[src/rtl/aip_port_router_if.sv]
// Upstream AIP bus between the coprocessor-side master and the port router.
// The master drives config/strobes/write data; the router returns registered
// read data and the aggregated interrupt request.
interface aip_port_router_if #(
    parameter int DATA_WORD = 32
);
    logic [4:0]           cfg;
    logic                 rd;
    logic                 wr;
    logic                 start;
    logic [DATA_WORD-1:0] data_in;
    logic [DATA_WORD-1:0] data_out;
    logic                 int_req;

    modport master (
        output cfg, rd, wr, start, data_in,
        input  data_out, int_req
    );

    modport slave (
        input  cfg, rd, wr, start, data_in,
        output data_out, int_req
    );
endinterface

[src/rtl/aip_port_router.sv]
// AIP port router: one upstream AIP master fanned out to N_PORTS slave ports.
// Codes 0x1C..0x1F are local registers (SEL, STATUS, MASK, CLEAR) and are never
// forwarded; every other code reaches the selected port with zero latency.
// Adds sticky per-port interrupt capture, busy tracking, masking and a single
// registered interrupt request.
module aip_port_router #(
    parameter int DATA_WORD = 32,
    parameter int N_PORTS   = 3
) (
    input  logic                           i_clk,
    input  logic                           i_rst_a,
    aip_port_router_if.slave               aip_up,
    output logic [5*N_PORTS-1:0]           o_configAIP_IP,
    output logic [DATA_WORD*N_PORTS-1:0]   o_dataInAIP_IP,
    output logic [N_PORTS-1:0]             o_readAIP_IP,
    output logic [N_PORTS-1:0]             o_writeAIP_IP,
    output logic [N_PORTS-1:0]             o_start_IP,
    input  logic [DATA_WORD*N_PORTS-1:0]   i_dataOutAIP_IP,
    input  logic [N_PORTS-1:0]             i_int_IP
);

    localparam logic [4:0] ADDR_SEL    = 5'h1F;
    localparam logic [4:0] ADDR_STATUS = 5'h1E;
    localparam logic [4:0] ADDR_MASK   = 5'h1D;
    localparam logic [4:0] ADDR_CLEAR  = 5'h1C;

    logic [2:0]           r_sel;
    logic [N_PORTS-1:0]   r_mask;
    logic [N_PORTS-1:0]   r_pending;
    logic [N_PORTS-1:0]   r_busy;
    logic [N_PORTS-1:0]   r_prev_int;
    logic [DATA_WORD-1:0] r_data_out;
    logic                 r_int_req;

    logic                 w_local;
    logic                 w_sel_wr;
    logic                 w_mask_wr;
    logic [N_PORTS-1:0]   w_clr;
    logic [N_PORTS-1:0]   w_rise;
    logic [7:0]           w_pend8;
    logic [7:0]           w_busy8;
    logic [DATA_WORD-1:0] w_status;
    logic [DATA_WORD-1:0] w_mask_rd;
    logic [DATA_WORD-1:0] w_port_rd;
    logic [DATA_WORD-1:0] w_rd_data;

    // Local register decode; SEL writes naming a non-existent port are dropped.
    always_comb begin
        w_local   = (aip_up.cfg >= ADDR_CLEAR);
        w_sel_wr  = aip_up.wr && (aip_up.cfg == ADDR_SEL) &&
                    ({1'b0, aip_up.data_in[2:0]} < 4'(N_PORTS));
        w_mask_wr = aip_up.wr && (aip_up.cfg == ADDR_MASK);
        w_clr     = (aip_up.wr && (aip_up.cfg == ADDR_CLEAR)) ?
                    aip_up.data_in[N_PORTS-1:0] : '0;
        w_rise    = i_int_IP & ~r_prev_int;
    end

    // Zero-latency forwarding; everything is held at 0 while reset is asserted.
    always_comb begin
        o_configAIP_IP = '0;
        o_dataInAIP_IP = '0;
        o_readAIP_IP   = '0;
        o_writeAIP_IP  = '0;
        o_start_IP     = '0;
        if (i_rst_a) begin
            for (int k = 0; k < N_PORTS; k++) begin
                o_configAIP_IP[5*k +: 5]                 = w_local ? 5'h00 : aip_up.cfg;
                o_dataInAIP_IP[DATA_WORD*k +: DATA_WORD] = aip_up.data_in;
                if (r_sel == 3'(k)) begin
                    o_readAIP_IP[k]  = aip_up.rd && !w_local;
                    o_writeAIP_IP[k] = aip_up.wr && !w_local;
                    // start goes to the selected port whatever the config code
                    o_start_IP[k]    = aip_up.start;
                end
            end
        end
    end

    // Read data selection: local registers zero-extended, else the selected port.
    always_comb begin
        w_pend8                    = '0;
        w_pend8[N_PORTS-1:0]       = r_pending;
        w_busy8                    = '0;
        w_busy8[N_PORTS-1:0]       = r_busy;
        w_status                   = '0;
        w_status[18:0]             = {r_sel, w_busy8, w_pend8};
        w_mask_rd                  = '0;
        w_mask_rd[N_PORTS-1:0]     = r_mask;
        w_port_rd                  = '0;
        for (int k = 0; k < N_PORTS; k++) begin
            if (r_sel == 3'(k)) begin
                w_port_rd = i_dataOutAIP_IP[DATA_WORD*k +: DATA_WORD];
            end
        end
        case (aip_up.cfg)
            ADDR_SEL:    w_rd_data = DATA_WORD'(r_sel);
            ADDR_STATUS: w_rd_data = w_status;
            ADDR_MASK:   w_rd_data = w_mask_rd;
            ADDR_CLEAR:  w_rd_data = '0;
            default:     w_rd_data = w_port_rd;
        endcase
    end

    // Configuration registers: port select and interrupt mask.
    always_ff @(posedge i_clk or negedge i_rst_a) begin
        if (!i_rst_a) begin
            r_sel  <= 3'd0;
            r_mask <= '0;
        end else begin
            if (w_sel_wr)  r_sel  <= aip_up.data_in[2:0];
            if (w_mask_wr) r_mask <= aip_up.data_in[N_PORTS-1:0];
        end
    end

    // Interrupt edge capture and busy tracking; a new edge beats a clear,
    // a new start beats the completing edge.
    always_ff @(posedge i_clk or negedge i_rst_a) begin
        if (!i_rst_a) begin
            r_prev_int <= '0;
            r_pending  <= '0;
            r_busy     <= '0;
        end else begin
            r_prev_int <= i_int_IP;
            r_pending  <= w_rise | (r_pending & ~w_clr);
            r_busy     <= o_start_IP | (r_busy & ~w_rise);
        end
    end

    // Registered read data (held between reads) and aggregated interrupt.
    always_ff @(posedge i_clk or negedge i_rst_a) begin
        if (!i_rst_a) begin
            r_data_out <= '0;
            r_int_req  <= 1'b0;
        end else begin
            r_int_req <= |(r_pending & r_mask);
            if (aip_up.rd) r_data_out <= w_rd_data;
        end
    end

    assign aip_up.data_out = r_data_out;
    assign aip_up.int_req  = r_int_req;

endmodule

[src/flat_wrapper.sv]
// flat-port wrapper written by rule: the top's interface ports become plain ports
module aip_port_router_flat 
#(
    parameter int DATA_WORD = 32,
    parameter int N_PORTS   = 3
)
  (i_clk, i_rst_a, o_configAIP_IP, o_dataInAIP_IP, o_readAIP_IP, o_writeAIP_IP, o_start_IP, i_dataOutAIP_IP, i_int_IP, aip_up_cfg, aip_up_rd, aip_up_wr, aip_up_start, aip_up_data_in, aip_up_data_out, aip_up_int_req);
  aip_port_router_if #(.DATA_WORD(DATA_WORD)) aip_up_i ();
  input  logic i_clk;
  input  logic i_rst_a;
  output logic [5*N_PORTS-1:0] o_configAIP_IP;
  output logic [DATA_WORD*N_PORTS-1:0] o_dataInAIP_IP;
  output logic [N_PORTS-1:0] o_readAIP_IP;
  output logic [N_PORTS-1:0] o_writeAIP_IP;
  output logic [N_PORTS-1:0] o_start_IP;
  input  logic [DATA_WORD*N_PORTS-1:0] i_dataOutAIP_IP;
  input  logic [N_PORTS-1:0] i_int_IP;
  input wire logic [$bits(aip_up_i.cfg)-1:0] aip_up_cfg;
  input wire logic [$bits(aip_up_i.rd)-1:0] aip_up_rd;
  input wire logic [$bits(aip_up_i.wr)-1:0] aip_up_wr;
  input wire logic [$bits(aip_up_i.start)-1:0] aip_up_start;
  input wire logic [$bits(aip_up_i.data_in)-1:0] aip_up_data_in;
  output wire logic [$bits(aip_up_i.data_out)-1:0] aip_up_data_out;
  output wire logic [$bits(aip_up_i.int_req)-1:0] aip_up_int_req;
  assign aip_up_i.cfg = aip_up_cfg;
  assign aip_up_i.rd = aip_up_rd;
  assign aip_up_i.wr = aip_up_wr;
  assign aip_up_i.start = aip_up_start;
  assign aip_up_i.data_in = aip_up_data_in;
  assign aip_up_data_out = aip_up_i.data_out;
  assign aip_up_int_req = aip_up_i.int_req;
  aip_port_router #(.DATA_WORD(DATA_WORD), .N_PORTS(N_PORTS)) u_core (.i_clk(i_clk), .i_rst_a(i_rst_a), .aip_up(aip_up_i), .o_configAIP_IP(o_configAIP_IP), .o_dataInAIP_IP(o_dataInAIP_IP), .o_readAIP_IP(o_readAIP_IP), .o_writeAIP_IP(o_writeAIP_IP), .o_start_IP(o_start_IP), .i_dataOutAIP_IP(i_dataOutAIP_IP), .i_int_IP(i_int_IP));
endmodule
[config.mk]
export PLATFORM = sky130hd
export DESIGN_NAME = aip_port_router_flat
export DESIGN_NICKNAME = d
export VERILOG_FILES = /design/src/rtl/aip_port_router_if.sv /design/src/rtl/aip_port_router.sv /design/src/flat_wrapper.sv
export SDC_FILE = /design/constraint.sdc
export NUM_CORES = 1
export LEC_CHECK = 0
export BUFFER_PORTS_ARGS = -buffer_cell sky130_fd_sc_hd__buf_2
export CAP_MARGIN = 20
export CELL_PAD_IN_SITES_DETAIL_PLACEMENT = 1
export CELL_PAD_IN_SITES_GLOBAL_PLACEMENT = 1
export CORE_MARGIN = 2
export CORE_UTILIZATION = 24
export DETAILED_ROUTE_END_ITERATION = 6
export PLACE_DENSITY = 0.78
export SLEW_MARGIN = 25
export SYNTH_ARGS = -nofsm -noshare
export SYNTH_HDL_FRONTEND = slang
export SYNTH_SLANG_ARGS = --single-unit
[constraint.sdc]
create_clock -name i_clk -period 1.3 [get_ports i_clk]
set_input_delay 0.195 -clock i_clk [delete_from_list [all_inputs] [get_ports i_clk]]
set_output_delay 0.195 -clock i_clk [all_outputs]
set_load 0.05 [all_outputs]
* Yosys cells after proc, flatten, opt, wreduce, memory -nomap -nowiden
Index checks and enable logic that the tools add are counted.
** Operators by class
- Equal/unequal tests :: 6
- Reduce and logical (&&, ||, !) cells :: 9
- Mux-type cells :: 20
- $lt $le $gt $ge :: 2
- Bitwise gates (word level) :: 9
** Operators with widths (count)
- case mux 32 bit (4 select lines) :: 1
- 2-to-1 mux 32 bit :: 3
- 2-to-1 mux 96 bit :: 1
- == test 5 bit, second input constant :: 4
- 2-to-1 mux 15 bit :: 1
- bitwise AND 3 bit :: 4
- 2-to-1 mux 3 bit :: 4
- 2-to-1 mux 1 bit :: 9
- inverter 3 bit :: 3
- logical AND 1 bit :: 6
- bitwise OR 3 bit :: 2
- greater-or-equal comparator 5 bit, second input constant :: 1
- 2-to-1 mux 5 bit :: 1
- == test 3 x 1 -> 1 bit, second input constant :: 1
- == test 3 x 2 -> 1 bit, second input constant :: 1
- logical NOT 3 bit :: 1
- < comparator 3 x 2 -> 1 bit, second input constant :: 1
- OR reduction 3 bit :: 1
- logical NOT 1 bit :: 1
** Word-level totals
- Bits of input ports :: 141
- Bits in registers :: 48
- Output and inout bits :: 153

* Depth between registers and ports, before layout
Gate-level depths: netlist of the first run.
- Depth after elaboration :: 6
- Gate-level depth with buffers :: 6

* Worst setup path before layout of the first run
No wires, ideal clock.
- Kind :: register to output
- Start point :: reg u_core.r_sel[2]
- End point :: out o_writeAIP_IP[0]
- Stages on the path, launching flop included :: 5
- Required time :: 1105 ps
- Arrival :: 1882 ps
- Path slack :: -777 ps
- Path through :: dfrtp_1 > buf_2 > a31oi_4 > nand3_1 > nor3_1
** Between the ends
- Cells in the longest elaborated chain, start to end :: 3
** Ends and longest elaborated chain
- from (decl) :: line aip_port_router.sv:27 : logic [2:0] r_sel;
- from (signal assigned) :: line aip_port_router.sv:110 : if (w_sel_wr) r_sel <= aip_up.data_in[2:0];
- logical NOT 3 bit :: line aip_port_router.sv:69 : if (r_sel == 3'(k)) begin
- 2-to-1 mux 1 bit :: line aip_port_router.sv:69
- 2-to-1 mux 3 bit :: line aip_port_router.sv:65 : if (i_rst_a) begin
- to (decl) :: line flat_wrapper.sv:14 : output logic [N_PORTS-1:0] o_writeAIP_IP;
No other way between the ends.

* Final worst setup path of the first run
Same ends and word-level chain as after synthesis.

==> out/qor.yml, run 1 <==
grt:
  first_global_vias: 4112
  grt_pass1_wl_um: 22000
  track_usage_pct: 16.9
  grt.overflow.total: 0
  antenna_found_initial: 1
  grt_max_degree: 44
outcome:
  failed_checks: "negative setup slack"
  status: "complete, but fails checks"
sta:
  relSlewSlack_pct: 71.2
  hold_slack_ps: 26.7
  grt_setup_unrepaired: "true"
  worst_pin_slew_ps: 432
  fin_worst_skew_ps: 10.7
  period_needed_ps: 1690
  max_freq_ghz: 0.592
  finalHoldViolCount: 0
  setup_violations: 41
  timing.final.crit_share_pct: 130
  worst_slack_ps: -389
  drv_slew: 0
worst_hold_path:
  hp-class: "input port to register"
  min_from: "i_int_IP[2]"
  hold_depth: 1
routing:
  drt_wl_total_um: 15800
  routedWlPerCell_um: 17.7
  detail_route.vias_per_cell: 4.64
  drtIter0Drc: 119
  vias: 4143
  drc: 0
  ant_nets: 0
  drtPass1Iterations: 4
critical_path:
  end_kind: "output port"
  worst-path-max-fanout: 4
  worst-endpoint-required_ps: 1110
  startpoint_type: "register"
  startpoint: "u_core.r_sel[2]"
  cp.arrival_ps: 1490
  reg2regPathDepth: 9
  reg2reg_from: "u_core.r_sel[2]"
  worstSetupPathType: "register to output port"
cts:
  cts.clk_slew.worst_paths_ps: 70
  h-tree-depth: 2
  tritoncts: "done"
  root_buffer: "clkbuf_16"
  cts_inserted_buffers: 5
  cts_buffer_depth: 2
  clock-sinks: 48
  clk_latency_ps: 290
floorplanning:
  num_rows: 45
  core_area_um2: 15200
  dieArea_um2: 16600
  die_w_um: 129
  start_util_pct: 24.5
  ios: 294
  die_height_um: 129
synthesis:
  synth_top_area_cell: "dfrtp_1"
  synth_top_family_by_area: "buffers and inverters"
  syn_inst: 449
  synth_edf_count: 0
  yosys-mux-area-fraction_pct: 10.4
  yosys_register_bits: 48
  synth_top_cell_area_share_pct: 32.2
  yosysWarnings: 0
  synth_fa_ha_area_share_pct: 0
  synth_ff_type: "dfrtp_1"
  synth.distinct_cells: 36
  synth_most_common_cell: "buf_4"
  synth_compound_area_share_pct: 19.3
  async_reset_ff_share_pct: 100
  synthTopCellsByCount: "77 x buf_4, 64 x o21ai_0, 48 x dfrtp_1, 42 x nor2_1, 32 x and2_1"
  synth_xor_xnor_area_share_pct: 0
  avgSynthCellArea_um2: 8.31
  syn_area_um2: 3730
  synthSimpleGateAreaFrac_pct: 15.9
  seq_area_frac_synth_pct: 32.2
  synth_nets: 590
  yosys-top-cells-area: "dfrtp_1 32%, buf_4 15%, mux2_2 9.4%"
power:
  leakage_uw: 0.00318
  vdd_ir_drop_max_uv: 502
  power_uw: 6930
  cellPowerDensity_nw_per_um2: 1110
layout:
  stdcell_area_um2: 6250
  final_util_pct: 41.1
  drive_gt1_share_pct: 73.2
  final_nets: 844
  syn_to_final_growth_pct: 67.6
job:
  cap_violations: 0
placed_design:
  hpwl_um: 11500
  placed_area_um2: 5210
  gp_congestion: 0.801
  post-place-ws_ps: -185
  io_buffers: 293
## cell type report
| class | instances | area [um^2] |
|---|---|---|
| well taps | 188 | 235 |
| inverters | 25 | 93.8 |
| clock buffers | 6 | 139 |
| repair buffers | 354 | 2330 |
| fillers | 1833 | 8950 |
| diodes | 1 | 2.50 |
| flip-flops and latches | 48 | 1200 |
| clock inverters | 2 | 13.8 |
| multi-input cells | 269 | 2240 |
## cell families after synthesis
group	Yosys count
and+or+nand+nor	112
AOI/OAI and AO/OA	122
muxes	35
buffers and inverters	132
DFF	48
## placed cells by master (no fill, tap or decap), drive strengths merged, types with 4 or more instances in the layout
master	count
nand2	7
nor2	42
o21ai	65
mux2i	4
inv	26
o22ai	23
buf	337
a21oi	14
nand2b	5
and3	4
nor3	5
clkbuf	21
a31oi	4
mux2	31
nor2b	10
dfrtp	48
and2	32
## stage by stage
step	TNS (ps)	instances
final	-8710	893
after global routing	-11000	892
after CTS	-7750	883
after detailed placement	-4400	861
after global placement	-2990	861
after floorplan	-1500	449
## final timing paths
path | endpoint | slack (ps)
worst min-delay path | u_core.r_prev_int[2] | 30
worst min register to register | u_core.r_busy[0] | 490
min in group asynchronous | u_core.r_mask[2] | 110
max in group asynchronous | u_core.r_sel[0] | 660
worst max-delay path | o_writeAIP_IP[0] | -390
worst max register to register | u_core.aip_up.data_out[12] | -310
## registers in the layout, summed over array words and instances, names as in the netlist
signal and count:
u_core.aip_up.data_out 32, u_core.aip_up.int_req 1, u_core.r_busy 3, u_core.r_mask 3, u_core.r_pending 3, u_core.r_prev_int 3
u_core.r_sel 3
## layer usage
metal / vias up / global-route usage, % / part of all wire (%)
met4: 0 / 4.22 / 1.8
met5: - / 0 / 0
met1: 1981 / 18.5 / 37
li1: 1962 / - / -
met2: 178 / 32.7 / 55
met3: 22 / 3.62 / 6.6
## power by group
part	total, uW	switching (uW)	leakage (uW)	internal, uW
Sequential	1850	136	0.000576	1710
Combinational	3710	2400	0.00252	1320
Clock	1370	601	0.0000773	771
Total	6930	3130	0.00318	3800
## timing repair
item	in CTS	in global routing
hold buffers	1	0
resized for setup	106	124
pin swaps	20	50
endpoints found under the setup margin	41	53
endpoints found under the hold margin	4	0
gates cloned	3	3
buffers inserted	12	8
## worst max-delay path: stages, from the launching register on
cell and delay, ps:
dfrtp_2 430, a31oi_4 250, nand3_4 160, nor3_4 170, buf_6 190
No activity file was read; power rests on OpenSTA's default activity.
==> run 2, diff against run 1 <==
- TNS_END_PERCENT: unset -> 50
==> run 2 against run 1 <==
The flow still finishes with violations (negative setup slack). Hold slack worse by 20 ps. Routed wire length is 9.5% lower. Clock power is 7% higher. Core utilization is 4.0 points lower. Setup slack better by 14 ps. Non-clock buffer count is 17 lower. Highest routed layer unchanged.
==> out/qor.yml, run 2 (synthesized netlist as in run 1, its figures left out) <==
outcome:
  status: "complete, but fails checks"
  failed_checks: "negative setup slack"
sta:
  setup_violations: 41
  worst_pin_slew_ps: 335
  grt_setup_unrepaired: "true"
  worst_slack_ps: -375
  period_needed_ps: 1680
  relSlewSlack_pct: 77.7
  drv_slew: 0
  finalHoldViolCount: 0
  fin_worst_skew_ps: 8.16
  timing.final.crit_share_pct: 129
  max_freq_ghz: 0.597
cts:
  cts.clk_slew.worst_paths_ps: 70
  h-tree-depth: 2
  clock-sinks: 48
  tritoncts: "done"
  cts_inserted_buffers: 5
  clk_latency_ps: 290
  cts_buffer_depth: 2
  root_buffer: "clkbuf_16"
power:
  clock_power_share_pct: 22.4
  p_comb_share_pct: 49.6
  power_switching_uw: 2890
  power_uw: 6560
  cellPowerDensity_nw_per_um2: 1160
  leakage_uw: 0.00296
  power.share.sequential_pct: 28.1
  p_int_uw: 3670
  switching_share_pct: 44.1
  vdd_ir_drop_max_uv: 466
placed_design:
  hpwl_um: 11500
  post-place-ws_ps: -160
  io_buffers: 293
  gp_congestion: 0.767
layout:
  final_nets: 827
  syn_to_final_growth_pct: 51.3
  n_antenna_cell: 0
  largest_register_ffs: 32
  final_common_cell: "buf_2"
  layout_common_cells: "274 x buf_2, 60 x o21ai_0, 45 x dfrtp_1, 36 x nor2_1, 31 x mux2_2"
  drive_gt1_share_pct: 60.8
  fill_cells: 1875
routing:
  detail_route.vias_per_cell: 4.56
  routedWlPerCell_um: 16.4
  drtPass1Iterations: 4
  drtIter0Drc: 95
  ant_nets: 0
  drt_wl_total_um: 14300
  drc: 0
  vias: 3988
floorplanning:
  die_height_um: 129
  ios: 294
  start_util_pct: 24.5
  core_area_um2: 15200
  num_rows: 45
  die_w_um: 129
  dieArea_um2: 16600
critical_path:
  worstSetupPathType: "register to output port"
  startpoint_type: "register"
  r2r-end: "u_core.aip_up.data_out[4]"
  end_kind: "output port"
  reg2regPathDepth: 7
  cp_num_buf_inv: 1
  cp_cell_sequence: "a31oi_4, nand3_4, nor2_2, buf_6"
  worst-path-max-fanout: 4
  cp_top_family: "flip-flops"
  reg2reg_from: "u_core.r_sel[2]"
  worst-endpoint-required_ps: 1110
  cp.arrival_ps: 1480
  r2r_slack_ps: -350
  slowest_stage: "dfrtp_2"
  max_stage_delay_ps: 440
grt:
  gr-usage-met3_pct: 4.07
  track_usage_pct: 16.6
  grt_busiest_layer: "met2"
  use_met2_pct: 30.3
  met1_usage_pct: 20.0
  grt_max_degree: 59
  grt.overflow.total: 0
  first_global_vias: 3985
  grt_pass1_wl_um: 21700
  antenna_found_initial: 0
worst_hold_path:
  hp-class: "input port to asynchronous set/reset pin"
job:
  cap_violations: 0
## run 2: changes by cell type in the layout (fill, tap and decap cells not counted), sizes merged
cell,previous run,this run
clkbuf,21,13
clkinv,1,0
bufinv,0,1
bufbuf,1,2
diode,1,0
buf,337,326
dlygate4sd3,1,2
inv,26,25
## run 2: power by group through the flow
stage	clock, uW	combinational, uW	sequential [uW]
after detailed placement	0	3180	1870
after global placement	0	3140	1860
final	1470	3250	1840
after CTS	1520	3270	1850
after global routing	1580	3480	1880
after floorplan	0	1790	2430
## run 2: layout make-up
cell class,count,area [um^2],area share (%)
clock buffer,6,129,2.28
sequential,48,1200,21.3
clock inverter,1,30.0,0.532
multi-input combinational,269,1860,33.0
timing repair buffer,337,2090,37.0
inverter,25,93.8,1.66
tap,188,235,4.17
## run 2: worst max path at each step
stage / start / end / cells after the start / slack, ps
floorplan: u_core.r_sel[2] / o_readAIP_IP[1] / 4 / -200
global placement: u_core.r_sel[0] / u_core.aip_up.data_out[8] / 4 / -130
detailed placement: u_core.r_sel[0] / u_core.aip_up.data_out[8] / 4 / -160
CTS: u_core.r_sel[2] / o_writeAIP_IP[0] / 4 / -350
global route: u_core.r_sel[2] / o_readAIP_IP[1] / 4 / -440
finish: u_core.r_sel[2] / o_readAIP_IP[1] / 4 / -380
## run 2: stage by stage
stage / instance area, um^2 / utilization (%) / hold WS [ps] / cells / setup TNS [ps]
3_3_place_gp: 5240 / 34.5 / 203 / 861 / -2110
6_report: 5650 / 37.1 / 6.70 / 874 / -11850
5_1_grt: 5650 / 37.1 / 20.7 / 874 / -14530
4_1_cts: 5600 / 36.9 / 13.9 / 874 / -11600
3_5_place_dp: 5240 / 34.5 / 209 / 861 / -3700
2_1_floorplan: 3870 / - / -101 / 449 / -3440
## run 2: per-layer routing
| layer | up-vias | wire length, um |
|---|---|---|
| li1 | 1916 | - |
| met1 | 1887 | 5780 |
| met2 | 170 | 7390 |
| met3 | 15 | 1020 |
| met4 | 0 | 163 |
| met5 | - | 0 |
## run 2: repair_timing
action / in CTS / in global routing
pin swaps: 4 / 2
gates cloned: 2 / 0
gates resized for setup: 28 / 17
hold buffers: 2 / 0
endpoints found under the hold margin: 7 / 0
setup buffers: 3 / 0
setup endpoints to repair: 41 / 50
